--- src/rtl/max_rank_ctrl_pkg.sv ---
// Shared constants for the top-N peak ranking sequencer.
// State codes and signed-range helpers used across the block.
package max_rank_ctrl_pkg;

  localparam logic [2:0] S_IDLE  = 3'd0;
  localparam logic [2:0] S_ISSUE = 3'd1;
  localparam logic [2:0] S_WAIT  = 3'd2;
  localparam logic [2:0] S_STORE = 3'd3;
  localparam logic [2:0] S_FIN   = 3'd4;

  function automatic logic [31:0] smin_f(input int dw);
    return 32'd1 << (dw - 1);
  endfunction

  function automatic logic [31:0] smax_f(input int dw);
    return smin_f(dw) - 32'd1;
  endfunction

endpackage

--- src/rtl/max_rank_ctrl_timeout_cnt.sv ---
// Per-pass wait counter: cleared on issue, counts while waiting,
// flags expiry on its last allowed cycle.
module rank_timeout_cnt #(
  parameter int TIMEOUT_CYC = 16384,
  parameter int TO_WIDTH    = 15
) (
  input  logic clk,
  input  logic rst_n,
  input  logic clr,
  input  logic en,
  output logic expired
);

  logic [TO_WIDTH-1:0] cnt;

  assign expired = (cnt == TO_WIDTH'(TIMEOUT_CYC - 1));

  always_ff @(posedge clk or negedge rst_n) begin
    if (!rst_n) begin
      cnt <= '0;
    end else if (clr) begin
      cnt <= '0;
    end else if (en && !expired) begin
      cnt <= cnt + TO_WIDTH'(1);
    end
  end

endmodule

--- src/rtl/max_rank_ctrl.sv ---
// Top-N distinct-peak extractor: reruns the limited-max finder,
// lowering its limit below each new peak.
module max_rank_ctrl #(
  parameter int DATA_WIDTH  = 18,
  parameter int RANK_NUM    = 4,
  parameter int RANK_WIDTH  = 4,
  parameter int GUARD       = 1,
  parameter int TIMEOUT_CYC = 16384,
  parameter int TO_WIDTH    = 15
) (
  input  logic                           clk,
  input  logic                           rst_n,
  input  logic                           trig,
  output logic                           fm_start,
  output logic [DATA_WIDTH-1:0]          fm_limit,
  input  logic [DATA_WIDTH-1:0]          fm_max,
  input  logic                           fm_dready,
  output logic [RANK_NUM*DATA_WIDTH-1:0] rank_val,
  output logic [RANK_WIDTH-1:0]          rank_cnt,
  output logic                           busy,
  output logic                           done,
  output logic                           timeout
);

  import max_rank_ctrl_pkg::*;

  localparam int DW = DATA_WIDTH;
  localparam logic [DW-1:0] SMIN = DW'(smin_f(DW));
  localparam logic [DW-1:0] SMAX = DW'(smax_f(DW));

  logic [2:0]            state, state_nx;
  logic [RANK_WIDTH-1:0] idx, idx_d;
  logic [RANK_WIDTH-1:0] cnt_d;
  logic [DW-1:0]         max_q, max_d;
  logic [DW-1:0]         limit_d;
  logic                  start_d, busy_d, done_d, to_d;
  logic [DW-1:0]         slot [RANK_NUM];
  logic                  to_exp;
  logic                  go, wr_slot;
  logic signed [DW:0]    dec;
  logic                  lim_ok, is_none, last;

  rank_timeout_cnt #(
    .TIMEOUT_CYC(TIMEOUT_CYC),
    .TO_WIDTH   (TO_WIDTH)
  ) u_to (
    .clk    (clk),
    .rst_n  (rst_n),
    .clr    (state == S_ISSUE),
    .en     ((state == S_WAIT) && !fm_dready),
    .expired(to_exp)
  );

  // Next limit computed one bit wider so SMIN-adjacent peaks cannot wrap.
  assign dec     = $signed({max_q[DW-1], max_q})
                 - $signed((DW + 1)'(GUARD));
  assign lim_ok  = dec > $signed({SMIN[DW-1], SMIN});
  assign is_none = (max_q == SMIN);
  assign last    = (idx == RANK_WIDTH'(RANK_NUM - 1));
  assign go      = (state == S_IDLE) && trig;
  assign wr_slot = (state == S_STORE) && !is_none;

  always_ff @(posedge clk or negedge rst_n) begin
    if (!rst_n) begin
      state    <= S_IDLE;
      idx      <= '0;
      rank_cnt <= '0;
      max_q    <= SMIN;
      fm_limit <= SMAX;
      fm_start <= 1'b0;
      busy     <= 1'b0;
      done     <= 1'b0;
      timeout  <= 1'b0;
      for (int k = 0; k < RANK_NUM; k++) slot[k] <= SMIN;
    end else begin
      state    <= state_nx;
      idx      <= idx_d;
      rank_cnt <= cnt_d;
      max_q    <= max_d;
      fm_limit <= limit_d;
      fm_start <= start_d;
      busy     <= busy_d;
      done     <= done_d;
      timeout  <= to_d;
      if (go) begin
        for (int k = 0; k < RANK_NUM; k++) slot[k] <= SMIN;
      end else if (wr_slot) begin
        slot[idx] <= max_q;
      end
    end
  end

  always_comb begin
    state_nx = state;
    unique case (state)
      S_IDLE:  if (trig) state_nx = S_ISSUE;
      S_ISSUE: state_nx = S_WAIT;
      S_WAIT: begin
        if (fm_dready)   state_nx = S_STORE;
        else if (to_exp) state_nx = S_FIN;
      end
      S_STORE: begin
        if (is_none || last || !lim_ok) state_nx = S_FIN;
        else                            state_nx = S_ISSUE;
      end
      S_FIN:   state_nx = S_IDLE;
      default: state_nx = S_IDLE;
    endcase
  end

  always_comb begin
    start_d = (state_nx == S_ISSUE);
    done_d  = (state_nx == S_FIN);
    busy_d  = (state_nx == S_ISSUE) || (state_nx == S_WAIT)
           || (state_nx == S_STORE);
    to_d    = timeout;
    idx_d   = idx;
    cnt_d   = rank_cnt;
    max_d   = max_q;
    limit_d = fm_limit;
    if (go) begin
      to_d    = 1'b0;
      idx_d   = '0;
      cnt_d   = '0;
      limit_d = SMAX;
    end
    if ((state == S_WAIT) && fm_dready) max_d = fm_max;
    if ((state == S_WAIT) && !fm_dready && to_exp) to_d = 1'b1;
    if (wr_slot) cnt_d = idx + RANK_WIDTH'(1);
    if ((state == S_STORE) && (state_nx == S_ISSUE)) begin
      limit_d = dec[DW-1:0];
      idx_d   = idx + RANK_WIDTH'(1);
    end
  end

  for (genvar k = 0; k < RANK_NUM; k++) begin : g_out
    assign rank_val[k*DW +: DW] = slot[k];
  end

endmodule
--- config.mk ---
export PLATFORM = sky130hd
export DESIGN_NAME = max_rank_ctrl
export DESIGN_NICKNAME = d
export VERILOG_FILES = /design/src/rtl/max_rank_ctrl_pkg.sv /design/src/rtl/max_rank_ctrl_timeout_cnt.sv /design/src/rtl/max_rank_ctrl.sv
export SDC_FILE = /design/constraint.sdc
export NUM_CORES = 1
export LEC_CHECK = 0
export ABC_CLOCK_PERIOD_IN_PS = 3990
export BUFFER_PORTS_ARGS = -buffer_cell sky130_fd_sc_hd__buf_2
export CORE_ASPECT_RATIO = 0.9
export CORE_MARGIN = 1
export CORE_UTILIZATION = 55
export DETAILED_ROUTE_END_ITERATION = 8
export GPL_ROUTABILITY_DRIVEN = 0
export GPL_TIMING_DRIVEN = 0
export PLACE_DENSITY = 0.79
export RECOVER_POWER = 50
export SLEW_MARGIN = 20
export SYNTH_ARGS = -nofsm -noshare
export SYNTH_HDL_FRONTEND = slang
export SYNTH_SLANG_ARGS = --single-unit
--- constraint.sdc ---
create_clock -name clk -period 3.99 [get_ports clk]
set_clock_uncertainty 0.2 [all_clocks]
set_input_delay 0.798 -clock clk [delete_from_list [all_inputs] [get_ports clk]]
set_output_delay 0.798 -clock clk [all_outputs]
set_load 0.05 [all_outputs]
### Word level (Yosys, flattened, before mapping)

Index checks and enable logic that the tools add are counted.

| storage, ports and cells | value |
|---|---|
| output and inout port bits | 98 |
| flip-flop bits (word level) | 138 |
| logic and storage cells | 71 |
| input bits | 22 |

| operators by class | value |
|---|---|
| bitwise operators | 1 |
| add/subtract/negate cells | 3 |
| order comparisons | 3 |
| mux-type cells | 19 |
| equal/unequal tests | 10 |
| reduce and logical (&&, ||, !) cells | 21 |

Operator list:

| cell | number |
|---|---|
| $mux 72 | 2 |
| $bwmux 72 | 1 |
| $mux 18 | 3 |
| $demux 18 s2 | 1 |
| $mux 15 | 2 |
| $gt 19x18->1 const B | 1 |
| $sub 18x2->19 const B | 1 |
| $eq 18x18->1 const B | 1 |
| $add 15x1->15 const B | 1 |
| $eq 15x14->1 const B | 1 |
| $eq 3x2->1 const B | 4 |
| $mux 3 | 4 |
| $mux 4 | 3 |
| $pmux 3 s4 | 1 |
| $logic_and 1x1->1 | 8 |
| $reduce_bool 2->1 | 4 |
| $eq 3x1->1 const B | 2 |
| $ge 5x3->1 const B | 1 |
| $lt 5x1->1 const B | 1 |
| $not 4->5 | 1 |
| $add 4x1->4 const B | 1 |
| $eq 4x2->1 const B | 1 |
| $logic_not 1->1 | 4 |
| $logic_or 1x1->1 | 4 |
| 3 further kinds | 4 |

### Depth between registers and ports, before layout

| logic depth | value |
|---|---|
| depth in word-level cells | 9 |
| depth in mapped cells | 12 |
| depth with buffers taken out | 9 |

### Modules after synthesis

From an unflattened synthesis, not the netlist that was laid out.

| unflattened totals | value |
|---|---|
| cell total of the unflattened synthesis | 675 |
| area, all modules | 6,528.8 µm² |

Modules (own cells, without submodules):

| module | sequential area each (µm²) | times used | area an instance (µm²) | cells each |
|---|---|---|---|---|
| max_rank_ctrl | 3,105.5 | 1 | 5,586.6 | 583 |
| rank_timeout_cnt | 375.4 | 1 | 942.2 | 92 |

### Least setup slack after synthesis

No wires, ideal clock.

| path | value |
|---|---|
| kind | reg-to-reg |
| start point | register max_q[6] |
| end point | register fm_limit[8] |
| data required time | 3.707 ns |
| period minus slack after synthesis | 2.991 ns |
| arrival | 2.707 ns |
| stages on the path, launching flop included | 11 |
| setup slack | 0.999 ns |
| library setup time | 0.083 ns |
| path buffers | 3 |
| cells stage by stage | dfrtp_1 > buf_2 > or4_1 > buf_2 > o31a_1 > nor4_1 > and4_1 > o21ai_2 > o31a_4 > buf_6 > o32a_1 |

| between the ends | value |
|---|---|
| word-level cells in the longest chain between the ends | 9 |
| elaborated cells between the ends (all ways) | 12 |
| classes of those cells | 1 x add/sub; 1 x order compare; 2 x eq/ne; 3 x mux; 5 x reduce/logical |

Ends and longest elaborated chain:

| item | line | text |
|---|---|---|
| from (decl) | max_rank_ctrl.sv:34 | `logic [DW-1:0] max_q, max_d;` |
| from (signal assigned) | max_rank_ctrl.sv:79 | `max_q <= max_d;` |
| $sub 18x2->19 | max_rank_ctrl.sv:56 | `- $signed((DW + 1)'(GUARD));` |
| $gt 19x18->1 | max_rank_ctrl.sv:57 | `assign lim_ok = dec > $signed({SMIN[DW-1], SMIN});` |
| $logic_not 1->1 | max_rank_ctrl.sv:103 | `if (is_none \|\| last \|\| !lim_ok) state_nx = S_FIN;` |
| $logic_or 1x1->1 | max_rank_ctrl.sv:103 |  |
| $mux 3 | max_rank_ctrl.sv:103 |  |
| $pmux 3 s4 | max_rank_ctrl.sv:95 | `unique case (state)` |
| $eq 3x1->1 | max_rank_ctrl.sv:130 | `if ((state == S_STORE) && (state_nx == S_ISSUE)) begin` |
| $logic_and 1x1->1 | max_rank_ctrl.sv:130 |  |
| $mux 18 or $reduce_bool 2->1 (tied branches) | - |  |
| to (signal assigned) | max_rank_ctrl.sv:80 | `fm_limit <= limit_d;` |
| to (decl) | max_rank_ctrl.sv:15 | `output logic [DATA_WIDTH-1:0] fm_limit,` |

Several ways; a longest one is shown, not always the timed one.
A chain may end at the register's enable or synchronous reset.

### Worst setup path after layout

| path | value |
|---|---|
| start point | register max_q[1] |
| end point | register slot, in the netlist rank_val[12] |

| between the ends | value |
|---|---|
| word-level cells in the longest chain between the ends | 4 |

Ends and longest elaborated chain:

| item | line | text |
|---|---|---|
| $eq 18x18->1 | max_rank_ctrl.sv:58 | `assign is_none = (max_q == SMIN);` |
| $logic_not 1->1 | max_rank_ctrl.sv:61 | `assign wr_slot = (state == S_STORE) && !is_none;` |
| $logic_and 1x1->1 | max_rank_ctrl.sv:61 |  |
| $reduce_bool 2->1 (no line) | - |  |
| to (signal, indexed assignment) | max_rank_ctrl.sv:88 | `slot[idx] <= max_q;` |
| to (decl) | max_rank_ctrl.sv:37 | `logic [DW-1:0] slot [RANK_NUM];` |

Every way passes these cells.

==> impl_metrics.tcl <==
set metrics [dict create \
    outcome "finished with violations" \
    violations "capacitance limit, slew limit" \
    drive_above_1_share 0.208 \
    syn_inst 619 \
    cts_tree "yes" \
    dieArea_um2 11700 \
    crit_required_ps 4120 \
    slew_headroom -0.839 \
    core_area_um2 10900 \
    grt_usage 0.297 \
    hold_viol_final 0 \
    p_int_mw 3.78 \
    drt_pre_antenna_iters 5 \
    critPathArrivalTime_ps 3890 \
    clockBufferDepth 2 \
    switching_share 0.467 \
    synthTopCellsByArea "dfrtp_1 (47%), dfstp_2 (9.3%), nand2_1 (8.2%), a21oi_1 (4.6%), mux2i_1 (3.2%)" \
    power_frac_comb 0.464 \
    ys_top_cells_by_count "nand2_1 (135), dfrtp_1 (116), a21oi_1 (57)" \
    nets 787 \
    seq_area_frac_synth 0.562 \
    cellLeakagePower_nw 3.34 \
    rsz0062_at_grt "false" \
    num_vias 5231 \
    crit_type "reg2reg" \
    avgViaCountPerCell 5.67 \
    p_clk_frac 0.227 \
    yosysWarnings 0 \
    ios 120 \
    critPathMaxFanout 10 \
    cts_buffers 17 \
    hp-class "reg2reg" \
    antenna_found_initial 0 \
    tightest_slew_ps 2760 \
    area_growth_syn_to_layout_pct 22.0 \
    clkTransAtPathRegs_ps 60 \
    max_freq_ghz 0.267 \
    maxCapViolCount 1 \
    postSynthAreaPerCell_um2 10.0 \
    synth_most_common_cell "nand2_1" \
    synth_flop_cell "dfrtp_1" \
    period_share 0.940 \
    die_w_um 114 \
    ir_drop_v 0.000566 \
    io_buffers 119 \
    start_kind "register" \
    r2r_start "max_q[1]$_DFFE_PN0P_" \
    yosys.area.top_type "dfrtp_1" \
    power.total_mw 7.10 \
    final_antenna_net_count 0 \
    wl_per_cell_um 17.7 \
    hold_path.startpoint "timeout$_DFFE_PN0P_" \
    drtIter0Drc 611 \
    clock_latency_ps 420 \
    synthesis.area_um2 6190 \
    final.setup.tns_ps 0 \
    cts_root_buf "clkbuf_16" \
    finalSetupViolCount 0 \
    drc 0 \
    grt_pass1_vias 5174 \
    post-dp-hpwl_um 11200 \
    drv_slew 63 \
    grt_max_degree 78 \
    crit_start "max_q[1]$_DFFE_PN0P_" \
    clock_sinks 138 \
    initial_utilization 0.568 \
    drt_wl_total_um 16300 \
    synth_top_area_frac 0.469 \
    fill_cells 844 \
    synth-edff-count 0 \
    grt_pass1_wl_um 26000 \
    min_period_ps 3750 \
    h-tree-depth 4 \
    fp-row-count 36 \
    power_density_nw_per_um2 940 \
    die_h_um 103 \
    async_reset_ff_frac 1.00 \
    power_frac_seq 0.309 \
    p_switching_mw 3.31 \
    ys_ff_latch 138 \
    end_kind "register" \
    syn_nets 648 \
    gr-total-overflow 0 \
    synth.distinct_cells 55 \
    n_antenna_cell 0 \
    cts_setup_buffers 0 \
]
-- kinds of logic (layout without fill, tap and decap cells) --
logic type | after synthesis | after routing | synth area share
compound gates | 107 | 107 | 0.109
fa+ha+maj | 7 | 7 | 0.0142
buf+inv | 59 | 211 | 0.0404
flops | 138 | 138 | 0.562
mux | 35 | 35 | 0.0596
simple gates | 249 | 249 | 0.180
xor+xnor | 24 | 24 | 0.0340
-- flip-flops by register name, summed over array words and instances (netlist names), 3 cells and up --
register and cells:
state 3, max_q 18, idx 4, u_to.cnt 15, fm_limit 18, rank_val 72
rank_cnt 4
-- routing by layer --
| metal | up-vias | GRT usage | wire (um) |
|---|---|---|---|
| met3 | 43 | 0.0758 | 1260 |
| met4 | 0 | 0.121 | 373 |
| met2 | 255 | 0.459 | 7650 |
| met5 | - | 0 | 0 |
| li1 | 2388 | - | - |
| met1 | 2545 | 0.405 | 7040 |
-- repair_timing --
item	in CTS	in global routing
setup endpoints to repair	0	20
gates resized for setup	0	4
hold buffers	0	0
-- metrics by stage --
stage               std cells  setup slack (ps)  instance area [um^2]  hold WS, ps  utilization
global placement          890               194                  6970          246        0.640
finish                    923               239                  7550          271        0.692
global route              923              2.54                  7550          316        0.692
detailed placement        891               288                  7020          258        0.644
CTS                       923               240                  7620          131        0.699
floorplan                 619               999                  6190          279            -
-- cell usage in the layout, fill, tap and decap left out, types with 8 or more instances in the layout --
cell	Yosys	routed
mux2i_1	20	20
clkbuf_1	31	78
nor2_1	40	40
a2bb2oi_1	13	13
xnor2_1	17	17
inv_1	12	12
buf_2	8	79
dfrtp_1	116	116
nand3_1	14	14
and3_1	8	8
nor4_1	12	12
nor3_1	9	9
o21ai_0	12	12
nand2_1	135	135
clkbuf_16	0	17
a21oi_1	57	57
dfstp_2	22	22
mux2_2	15	15
-- path summary, 6_finish.rpt --
kind                                            endpoint  slack, ps  cells after the start
min in group asynchronous             idx[1]$_DFFE_PN0P_       1260                      1
worst min register to register       timeout$_DFFE_PN0P_        270                      2
max in group asynchronous       rank_val[66]$_DFFE_PN0P_        610                      2
worst max register to register  rank_val[12]$_DFFE_PN0P_        240                     12
worst min-delay path                 timeout$_DFFE_PN0P_        270                      2
worst max-delay path            rank_val[12]$_DFFE_PN0P_        240                     12
-- worst max-delay path: stages, from the launching register on --
cell and delay (ps):
dfrtp_1 320, clkbuf_1 430, inv_1 170, ha_1 290
nand2b_1 220, nor2_1 160, a31oi_1 240, clkbuf_1 400
and3_1 220, clkbuf_1 320, clkbuf_1 400, nand2_1 100
a21oi_1 170
-- power by group through the flow --
| stage | registers [mW] | logic (mW) | clock network [mW] |
|---|---|---|---|
| 4_1_cts | 2.18 | 3.31 | 1.62 |
| 3_3_place_gp | 2.16 | 3.20 | 0 |
| 3_5_place_dp | 2.19 | 3.28 | 0 |
| 2_1_floorplan | 3.22 | 1.38 | 0 |
| 5_1_grt | 2.24 | 3.50 | 1.68 |
| 6_report | 2.19 | 3.29 | 1.61 |
-- area by class of cell --
cell class / instances / area (um^2) / area share
multi-input cells: 422 / 2460 / 0.326
clock inverters: 11 / 146 / 0.0194
clock buffers: 21 / 460 / 0.0610
repair buffers: 120 / 553 / 0.0733
inverters: 12 / 45.0 / 0.00597
flip-flops and latches: 138 / 3480 / 0.461
plain buffers: 47 / 208 / 0.0275
well taps: 152 / 190 / 0.0252
Note: power is estimated with default switching activity, not from simulation.
